<file path="config.mk">
export PLATFORM = sky130hd
export DESIGN_NAME = uart_rx_sniffer
export DESIGN_NICKNAME = d
export VERILOG_FILES = /design/src/rtl/uart_pkg.sv /design/src/rtl/uart_sync_fifo.sv /design/src/rtl/uart_rx_sniffer.sv
export SDC_FILE = /design/constraint.sdc
export NUM_CORES = 1
export LEC_CHECK = 0
export BUFFER_PORTS_ARGS = -buffer_cell sky130_fd_sc_hd__buf_2
export CELL_PAD_IN_SITES_DETAIL_PLACEMENT = 2
export CELL_PAD_IN_SITES_GLOBAL_PLACEMENT = 2
export CORE_MARGIN = 5
export CORE_UTILIZATION = 41
export DETAILED_ROUTE_END_ITERATION = 10
export PLACE_DENSITY_LB_ADDON = 0.08
export SKIP_LAST_GASP = 1
export SYNTH_ARGS = -nofsm -noshare
export SYNTH_HDL_FRONTEND = slang
export SYNTH_SLANG_ARGS = --single-unit
</file>
<file path="constraint.sdc">
create_clock -name clk -period 3.9 [get_ports clk]
set_input_delay 0.195 -clock clk [delete_from_list [all_inputs] [get_ports clk]]
set_output_delay 0.195 -clock clk [all_outputs]
set_load 0.02 [all_outputs]
</file>
<file path="src/rtl/uart_pkg.sv">
// Shared types and sizing helpers for the UART receive sniffer.
package uart_pkg;

  typedef enum logic [2:0] {
    IDLE,
    START,
    DATA,
    PARITY,
    STOP
  } uart_rx_state_e;

  // FIFO entry layout is {parity_err, frame_err, data}.
  function automatic int fifo_entry_width(input int data_bits);
    return data_bits + 2;
  endfunction

  function automatic int uart_cnt_width(input int clk_div);
    return (clk_div > 2) ? $clog2(clk_div) : 1;
  endfunction

endpackage

</file>
<file path="src/rtl/uart_sync_fifo.sv">
// Show-ahead synchronous FIFO with flush, occupancy count and sticky overflow.
module uart_sync_fifo #(
  parameter int WIDTH = 10,
  parameter int DEPTH = 16
) (
  input  logic                     clk,
  input  logic                     rst_n,
  input  logic                     clr_i,
  input  logic                     push_i,
  input  logic [WIDTH-1:0]         wdata_i,
  input  logic                     pop_i,
  output logic [WIDTH-1:0]         rdata_o,
  output logic                     valid_o,
  output logic [$clog2(DEPTH):0]   cnt_o,
  output logic                     overflow_o,
  output logic                     push_ok_o
);

  localparam int PTR_W = $clog2(DEPTH);

  logic [WIDTH-1:0] mem_q [DEPTH];
  logic [PTR_W-1:0] wr_ptr_q, wr_ptr_d;
  logic [PTR_W-1:0] rd_ptr_q, rd_ptr_d;
  logic [PTR_W:0]   cnt_q, cnt_d;
  logic             ovf_q, ovf_d;
  logic             full, empty, do_push, do_pop;

  assign full  = (cnt_q == (PTR_W+1)'(DEPTH));
  assign empty = (cnt_q == '0);

  // A full FIFO still takes a push when the head leaves in the same cycle; a flush beats both.
  assign do_pop  = pop_i && !empty && !clr_i;
  assign do_push = push_i && !clr_i && (!full || do_pop);

  always_comb begin
    wr_ptr_d = wr_ptr_q;
    rd_ptr_d = rd_ptr_q;
    cnt_d    = cnt_q;
    ovf_d    = ovf_q;
    if (clr_i) begin
      wr_ptr_d = '0;
      rd_ptr_d = '0;
      cnt_d    = '0;
      ovf_d    = 1'b0;
    end else begin
      if (do_push) wr_ptr_d = wr_ptr_q + 1'b1;
      if (do_pop)  rd_ptr_d = rd_ptr_q + 1'b1;
      if (do_push && !do_pop) cnt_d = cnt_q + 1'b1;
      else if (do_pop && !do_push) cnt_d = cnt_q - 1'b1;
      if (push_i && !do_push) ovf_d = 1'b1;
    end
  end

  always_ff @(posedge clk or negedge rst_n) begin
    if (!rst_n) begin
      wr_ptr_q <= '0;
      rd_ptr_q <= '0;
      cnt_q    <= '0;
      ovf_q    <= 1'b0;
    end else begin
      wr_ptr_q <= wr_ptr_d;
      rd_ptr_q <= rd_ptr_d;
      cnt_q    <= cnt_d;
      ovf_q    <= ovf_d;
    end
  end

  always_ff @(posedge clk) begin
    if (do_push) mem_q[wr_ptr_q] <= wdata_i;
  end

  // Head is forced to zero while empty so stale storage never leaks out.
  assign rdata_o    = empty ? '0 : mem_q[rd_ptr_q];
  assign valid_o    = !empty;
  assign cnt_o      = cnt_q;
  assign overflow_o = ovf_q;
  assign push_ok_o  = do_push;

endmodule

</file>
<file path="src/rtl/uart_rx_sniffer.sv">
// Oversampling UART receive monitor: synchronizer, frame FSM, frame counter and
// a show-ahead FIFO of received characters with per-character error flags.
module uart_rx_sniffer import uart_pkg::*; #(
  parameter int CLK_DIV    = 236,
  parameter int DATA_BITS  = 8,
  parameter int PARITY_EN  = 0,
  parameter int PARITY_ODD = 0,
  parameter int STOP_BITS  = 1,
  parameter int FIFO_DEPTH = 16
) (
  input  logic                          clk,
  input  logic                          rst_n,
  input  logic                          rx_i,
  input  logic                          clr_i,
  output logic                          rx_valid_o,
  input  logic                          rx_ready_i,
  output logic [DATA_BITS-1:0]          rx_data_o,
  output logic                          frame_err_o,
  output logic                          parity_err_o,
  output logic                          overflow_o,
  output logic [$clog2(FIFO_DEPTH):0]   fifo_cnt_o,
  output logic [15:0]                   frame_cnt_o
);

  localparam int CNT_W   = uart_cnt_width(CLK_DIV);
  localparam int IDX_W   = $clog2(DATA_BITS);
  localparam int ENTRY_W = fifo_entry_width(DATA_BITS);

  localparam logic [CNT_W-1:0] HALF_LOAD = CNT_W'(CLK_DIV / 2 - 1);
  localparam logic [CNT_W-1:0] FULL_LOAD = CNT_W'(CLK_DIV - 1);
  localparam logic [IDX_W-1:0] LAST_IDX  = IDX_W'(DATA_BITS - 1);
  localparam logic             LAST_STOP = (STOP_BITS == 2);
  localparam logic             ODD_BIT   = (PARITY_ODD != 0);
  localparam logic             HAS_PAR   = (PARITY_EN != 0);

  logic                 sync1_q, rx_s_q, rx_q;
  uart_rx_state_e       state_q, state_d;
  logic [CNT_W-1:0]     cnt_q, cnt_d;
  logic [IDX_W-1:0]     idx_q, idx_d;
  logic                 stop_idx_q, stop_idx_d;
  logic [DATA_BITS-1:0] shift_q, shift_d;
  logic                 ferr_q, ferr_d;
  logic                 perr_q, perr_d;
  logic [15:0]          frame_cnt_q, frame_cnt_d;

  logic                 tick, push, push_ok, pop;
  logic [ENTRY_W-1:0]   push_data, head;

  // Two-flop synchronizer plus one more stage for falling-edge detection; idle is high.
  always_ff @(posedge clk or negedge rst_n) begin
    if (!rst_n) begin
      sync1_q <= 1'b1;
      rx_s_q  <= 1'b1;
      rx_q    <= 1'b1;
    end else begin
      sync1_q <= rx_i;
      rx_s_q  <= sync1_q;
      rx_q    <= rx_s_q;
    end
  end

  assign tick = (cnt_q == '0);

  always_comb begin
    state_d    = state_q;
    cnt_d      = cnt_q;
    idx_d      = idx_q;
    stop_idx_d = stop_idx_q;
    shift_d    = shift_q;
    ferr_d     = ferr_q;
    perr_d     = perr_q;
    push       = 1'b0;
    if (state_q != IDLE && !tick) cnt_d = cnt_q - CNT_W'(1);
    case (state_q)
      IDLE: begin
        if (rx_q && !rx_s_q) begin
          state_d = START;
          cnt_d   = HALF_LOAD;
        end
      end
      START: begin
        if (tick) begin
          if (rx_s_q) begin
            state_d = IDLE;
          end else begin
            state_d    = DATA;
            cnt_d      = FULL_LOAD;
            idx_d      = '0;
            stop_idx_d = 1'b0;
            shift_d    = '0;
            ferr_d     = 1'b0;
            perr_d     = 1'b0;
          end
        end
      end
      DATA: begin
        if (tick) begin
          shift_d[idx_q] = rx_s_q;
          cnt_d          = FULL_LOAD;
          if (idx_q == LAST_IDX) state_d = HAS_PAR ? PARITY : STOP;
          else idx_d = idx_q + 1'b1;
        end
      end
      PARITY: begin
        if (tick) begin
          perr_d  = (^{shift_q, rx_s_q}) ^ ODD_BIT;
          cnt_d   = FULL_LOAD;
          state_d = STOP;
        end
      end
      STOP: begin
        if (tick) begin
          ferr_d = ferr_q | !rx_s_q;
          cnt_d  = FULL_LOAD;
          if (stop_idx_q == LAST_STOP) begin
            push    = 1'b1;
            state_d = IDLE;
          end else begin
            stop_idx_d = 1'b1;
          end
        end
      end
      default: state_d = IDLE;
    endcase
  end

  // The last stop sample is folded in directly so the push happens on that same edge.
  assign push_data = {perr_q, ferr_q | !rx_s_q, shift_q};

  always_ff @(posedge clk or negedge rst_n) begin
    if (!rst_n) begin
      state_q    <= IDLE;
      cnt_q      <= '0;
      idx_q      <= '0;
      stop_idx_q <= 1'b0;
      shift_q    <= '0;
      ferr_q     <= 1'b0;
      perr_q     <= 1'b0;
    end else begin
      state_q    <= state_d;
      cnt_q      <= cnt_d;
      idx_q      <= idx_d;
      stop_idx_q <= stop_idx_d;
      shift_q    <= shift_d;
      ferr_q     <= ferr_d;
      perr_q     <= perr_d;
    end
  end

  always_comb begin
    frame_cnt_d = frame_cnt_q;
    if (push_ok) frame_cnt_d = frame_cnt_q + 16'd1;
  end

  always_ff @(posedge clk or negedge rst_n) begin
    if (!rst_n) frame_cnt_q <= '0;
    else        frame_cnt_q <= frame_cnt_d;
  end

  assign pop = rx_valid_o && rx_ready_i;

  uart_sync_fifo #(
    .WIDTH (ENTRY_W),
    .DEPTH (FIFO_DEPTH)
  ) u_fifo (
    .clk        (clk),
    .rst_n      (rst_n),
    .clr_i      (clr_i),
    .push_i     (push),
    .wdata_i    (push_data),
    .pop_i      (pop),
    .rdata_o    (head),
    .valid_o    (rx_valid_o),
    .cnt_o      (fifo_cnt_o),
    .overflow_o (overflow_o),
    .push_ok_o  (push_ok)
  );

  assign rx_data_o    = head[DATA_BITS-1:0];
  assign frame_err_o  = head[DATA_BITS];
  assign parity_err_o = head[DATA_BITS+1];
  assign frame_cnt_o  = frame_cnt_q;

endmodule

</file>
Word-level counts from Yosys, hierarchy flattened
Memories as Yosys holds them, arrays and structs flattened.
Index checks and enable logic that the tools add are counted.
{ "word_totals": {"register_bits": 58, "ram_bits": 160, "in_bits": 5, "wordCells": 129, "n_memories": 1} }
{ "memory_table": {"columns": ["memory", "words", "word_bits", "read_ports", "rd_clocked_by_memory_dff", "wr", "line_no", "text"], "rows": [
  ["u_fifo.mem_q", 16, 10, 1, 0, 1, "uart_sync_fifo.sv:21", "logic [WIDTH-1:0] mem_q [DEPTH];"]
]} }
{ "op_classes": {"add_sub_neg": 7, "order_cmp": 2, "eq_ne": 15, "mux": 51, "bitwise": 1, "reduce_logical": 37} }
{ "op_table": {"columns": ["op", "n"], "rows": [
  ["8-bit two-way mux", 8],
  ["3-bit two-way mux", 11],
  ["8-bit case mux with 3 select lines", 1],
  ["2-bit inequality test, second input constant", 9],
  ["16-bit by 1-bit adder with 16-bit output, second input constant", 1],
  ["4-bit two-way mux", 4],
  ["8-bit case mux with 2 select lines", 1],
  ["5-bit two-way mux", 3],
  ["3-bit case mux with 5 select lines", 1],
  ["1-bit two-way mux", 14],
  ["4-bit AND reduction", 3],
  ["2-bit nonzero test", 6],
  ["1-bit logical AND", 11],
  ["10-bit two-way mux", 1],
  ["9-bit parity", 1],
  ["4-bit by 1-bit adder with 4-bit output, second input constant", 2],
  ["8-bit bitwise mux", 1],
  ["8-bit zero test", 1],
  ["8-bit by 1-bit subtractor with 8-bit output, second input constant", 1],
  ["1-bit zero test", 7],
  ["7-bit AND reduction", 1],
  ["3-bit by 2-bit == test with 1-bit output, second input constant", 2],
  ["3-bit == test, second input constant", 2],
  ["1-bit case mux with 2 select lines", 3],
  ["other kinds (17)", 18]
]} }

Longest topological paths before layout
{ "depth": {"ltp_word": 12, "depth_mapped": 14, "depth_no_buf": 12} }

Hierarchy
From an unflattened synthesis, not the netlist that was laid out.
{ "hier_totals": {"cells_unflattened": 577, "area_unflattened_um2": 9340.2} }
{ "by_module_without_submodules": {"columns": ["mod", "n_inst", "cells_each", "area_each_um2", "seq_area_each_um2"], "rows": [
  ["uart_sync_fifo", 1, 365, 7146.9, 5154.9],
  ["uart_rx_sniffer", 1, 212, 2193.4, 1079.8]
]} }

Worst setup path after synthesis
OpenSTA, ideal clock, no wires.
{ "synth_path": {"path_type": "register to register", "startpoint": "register cnt_q[3]", "endpoint": "register u_fifo.cnt_q[4], in the netlist u_fifo.cnt_o[4]", "arrival_time_ps": 3543, "required_time_ps": 3775, "setup_slack_ps": 233, "stages_incl_launch_ff": 12, "path_buffers": 2, "path_cell_list": "dfrtp_1 or4_4 or3_1 buf_2 nor3_2 buf_2 o21ai_0 fa_1 a21o_1 a21o_1 a31oi_1 mux2_2"} }
{ "synth_between": {"elab_chain_cells": 8} }
{ "synth_lines": {"columns": ["item", "line_no", "text"], "rows": [
  ["start, declared", "uart_rx_sniffer.sv:38", "logic [CNT_W-1:0] cnt_q, cnt_d;"],
  ["start signal, assigned", "uart_rx_sniffer.sv:141", "cnt_q <= cnt_d;"],
  ["8-bit zero test (*)", "uart_rx_sniffer.sv:62", "assign tick = (cnt_q == '0);"],
  ["1-bit two-way mux (*)", "uart_rx_sniffer.sv:112", "if (tick) begin"],
  ["1-bit two-way mux (*)", "uart_rx_sniffer.sv:74", "case (state_q)"],
  ["1-bit logical AND (*) (2 in a row)", "uart_sync_fifo.sv:33", "assign do_push = push_i && !clr_i && (!full || do_pop);"],
  ["1-bit logical AND or 1-bit zero test (tied branches)", "uart_sync_fifo.sv:48, uart_sync_fifo.sv:49", null],
  ["5-bit two-way mux or 1-bit logical AND (tied branches)", "uart_sync_fifo.sv:48, uart_sync_fifo.sv:49", null],
  ["5-bit two-way mux or 3-bit nonzero test (tied branches)", null, null],
  ["end signal, assigned", "uart_sync_fifo.sv:63", "cnt_q <= cnt_d;"],
  ["end, declared", "uart_sync_fifo.sv:24", "logic [PTR_W:0] cnt_q, cnt_d;"]
]} }
Mark *: on every way between the ends. The rest lies on a longest branch, timed or not.
A chain may end at the register's enable or synchronous reset.

Worst setup path after layout
Ends and elaborated chain as after synthesis.

==> run summary <==
The run finished with clean final reports. The worst setup path is launched from a flop. The logs give 0 for the total of endpoints with negative setup slack in the final report and 979 for the post-layout instance count excluding filler cells. Once placement completed, the tool counted placed cells totaling 932. In this run the critical register-to-register path is launched from cnt_q[3].

The placed instances occupy a cell area of 9830 um2. The first global-routing pass estimated 38200 um of wire. The count of distinct cell types in the synthesized netlist was 53; the number of global-route vias before repair was 6321. For the worst slew margin relative to its limit, the log shows 0.227.

Timing would allow up to 0.273 GHz. The logs give 0.472 for the final cell utilization of the core and 0.670 for the sequential share of the synthesized area. In the layout the commonest cells are sky130_fd_sc_hd__edfxtp_1, sky130_fd_sc_hd__dfrtp_1, sky130_fd_sc_hd__mux2i_1. The detailed-route via count came out at 5531.

The count of pins on the block boundary was 38. By area the synthesized netlist is led by sky130_fd_sc_hd__edfxtp_1, sky130_fd_sc_hd__dfrtp_1, sky130_fd_sc_hd__mux4_2. The synthesis-to-layout area growth works out to 14.1%.

The logs give 1 for the number of levels the H-tree was split into and 24600 um for the final routed wirelength across all metal layers. TritonCTS built the clock tree. The tools report the startpoint of the worst hold path as clr_i. The library cell used most frequently in the layout, excluding fill and tap cells, is sky130_fd_sc_hd__edfxtp_1. In this run the worst path has a maximum fanout of 9.

The transition time at the pin with the least slew margin is 1130 ps. The tools report the critical path launch point as cnt_q[3]. The smallest clock period supported by the final layout is computed as 3660 ps. After clock tree synthesis, the clock-pin slew on the worst setup and hold paths is 60 ps.

The post-route clock period utilization is 0.939. The worst setup path is captured at a flop. The tools report the critical path required time as 4300 ps. With fillers left out, the area of the finished cells amounts to 10600 um2.

The number of synthesized register bits was 217; the number of max-cap violations was 0. 0 antenna diodes ended up in the layout. Routability-driven placement finished with a final weighted congestion of 0.765.

For this run, the detailed router's first-pass iteration total came to 4. The met1 track utilization from global routing is 0.249. The path class of the tightest hold or removal check is input pin to flop. The register area was 6240 um2. Counting every net in the synthesized netlist gives 647. Post-CTS timing repair inserted 0 buffers for setup.

Met3 capacity usage during global routing: 0.0298. Entering global routing, the biggest net connects 40 pins. The floorplan die width was 161 um. After routing, the total negative slack on setup checks comes to 0 ps. The total global routing track utilization was 0.193; the top cell type's share of synthesized area was 0.516. Across the VDD grid, the largest voltage drop is 0.000346 V. The total overflow left after global routing is 0. The logs give 2910 um2 for the area of combinational cells with multiple inputs and 24 for the number of buffers created by CTS. The detail-routed via count per cell was 5.65.

The count of final hold-check violations came out at 0. The share of final-layout standard cells stronger than drive strength 1 is 0.177. STA puts the critical path data arrival time at 4060 ps.

The tools report the sum of net half-perimeters after detailed placement as 16700 um. The category of the most critical setup path was flop to flop. The leakage power figure was 0.00389 uW. The worst hold path was traced through 2 stages. Dividing the detail-routed wire length by the instance count gives 25.1 um. For the setup clock skew after layout, the log shows 19.0 ps. The tools report the hold path endpoint as u_fifo.rd_ptr_q[2].

The initial cell density of the core came out at 0.414. Yosys mapped a number of flops with a built-in enable equal to 160. The setup check on the worst reg-to-reg path leaves a slack of 240 ps. Among all flip-flop cells after synthesis, the most frequent one is sky130_fd_sc_hd__edfxtp_1. The count of unresolved DRC violations after routing came out at 0. met2 is the most crowded layer.

The run gives 2110 as the count of filler cells inserted in the layout. The floorplan has 55 rows. The placeable core area is 22500 um2, and the initial antenna violation count is 0. Setup repair after global routing left no endpoint under its margin. The die is 161 um tall. The clock latency reported for the late side of the worst-skew pair is 520 ps. In this run the remaining antenna-violating nets after routing total 0. The area of the die came out at 25800 um2. The met2 track demand over resource in global routing is 0.337. The total number of yosys warnings was 0; the gate count after technology mapping was 627. After the first detailed-routing iteration, the DRC count stood at 244. For this design the ratio of total power to cell area is 553 nW/um2.

In this run the deepest clock path goes through 3 buffers. The logs give 66.2 ps for the worst hold slack after final layout and 9310 um2 for the cell area after technology mapping. Share of synthesized flip-flops with an asynchronous set or reset: 0.263. The capturing point of the worst reg2reg path is u_fifo.cnt_o[4]. The number of input and output port buffers inserted is 37. The cell count of the worst reg-to-reg path came out at 9. The largest area contributor in the netlist was sky130_fd_sc_hd__edfxtp_1.

The master cell of the clock root buffer was sky130_fd_sc_hd__clkbuf_16. The total clock sinks was 217. The number of pins exceeding their max-slew limit in the final report was 0; the synthesized area per cell was 14.8 um2. For this run, the post-layout net count is 696.
[synthesized netlist by cell type, drive strengths merged, types with 3 or more instances]
cell type,number
a21oi,17
a31oi,6
and2,17
buf,9
clkbuf,20
dfrtp,54
dfstp,3
edfxtp,160
ha,14
inv,10
mux2,6
mux2i,43
mux4,20
nand2,37
nand2b,8
nand3,16
nand4,8
nor2,23
nor2b,4
nor3,9
nor3b,4
nor4,6
o211ai,3
o21ai,34
o221ai,10
o22ai,10
o31ai,6
o32a,10
or2,4
or3,5
or4,3
xnor2,23
xor2,8
[cells by family after synthesis]
| kind of cell | after synthesis | share of synthesized area |
|---|---|---|
| compound gates | 107 | 0.0754 |
| simple gates | 149 | 0.0852 |
| mux | 69 | 0.102 |
| xor+xnor | 31 | 0.0292 |
| buf+inv | 39 | 0.0175 |
| fa+ha+maj | 15 | 0.0210 |
| flops | 217 | 0.670 |
[worst max path at each step]
stage                                  to  slack [ps]
after floorplan           u_fifo.cnt_o[4]         230
after global placement    u_fifo.cnt_o[4]         320
after detailed placement  u_fifo.cnt_o[4]         210
after CTS                 u_fifo.cnt_o[4]         210
after global routing      u_fifo.cnt_o[4]          90
final                     u_fifo.cnt_o[4]         240
[power breakdown]
part	switching (uW)	internal (uW)	total, uW
sequential	204	2540	2750
clock	881	1300	2180
combinational	512	439	951
total	1600	4280	5870
[worst max-delay path: stages (launching register included)]
cell                      delay (ps)
sky130_fd_sc_hd__dfrtp_1         450
sky130_fd_sc_hd__or4_4           600
sky130_fd_sc_hd__or3_1           520
sky130_fd_sc_hd__nor3_2          280
sky130_fd_sc_hd__o21ai_0         290
sky130_fd_sc_hd__fa_1            490
sky130_fd_sc_hd__a21o_1          200
sky130_fd_sc_hd__a21o_1          180
sky130_fd_sc_hd__a31oi_1         190
sky130_fd_sc_hd__mux2_2          350
[state kept, by name (all words and copies together), names as in the netlist]
| signal | flops |
|---|---|
| idx_q | 3 |
| u_fifo.overflow_o | 1 |
| u_fifo.rd_ptr_q | 4 |
| ferr_q | 1 |
| state_q | 3 |
| u_fifo.cnt_o | 5 |
| shift_q | 8 |
| rx_q | 1 |
| u_fifo.wr_ptr_q | 4 |
| sync1_q | 1 |
| u_fifo.mem_q | 160 |
| perr_q | 1 |
| cnt_q | 8 |
| frame_cnt_o | 16 |
| rx_s_q | 1 |
[what timing repair did]
item	CTS	global route
hold buffers	3	0
resized for setup	0	0
hold endpoints to repair	29	0
[through the flow]
stage,total power [uW],worst slack [ps]
3_3_place_gp,3710,319
6_report,5870,239
4_1_cts,5960,209
3_5_place_dp,3760,214
5_1_grt,6160,85.4
2_1_floorplan,3450,233
[cell type report]
class                      instances  share of cell area
clock buffer                      36              0.0656
clock inverter                     8             0.00601
inverter                          10             0.00353
multi-input combinational        371               0.274
sequential                       217               0.587
tap                              285              0.0336
timing repair buffer              52              0.0299
[routing by layer]
metal,routed length [um],up-vias
met2,12500,99
li1,-,2522
met1,10600,2875
met3,782,35
met5,0,-
met4,645,0
Note: power is estimated with default switching activity, not from simulation.
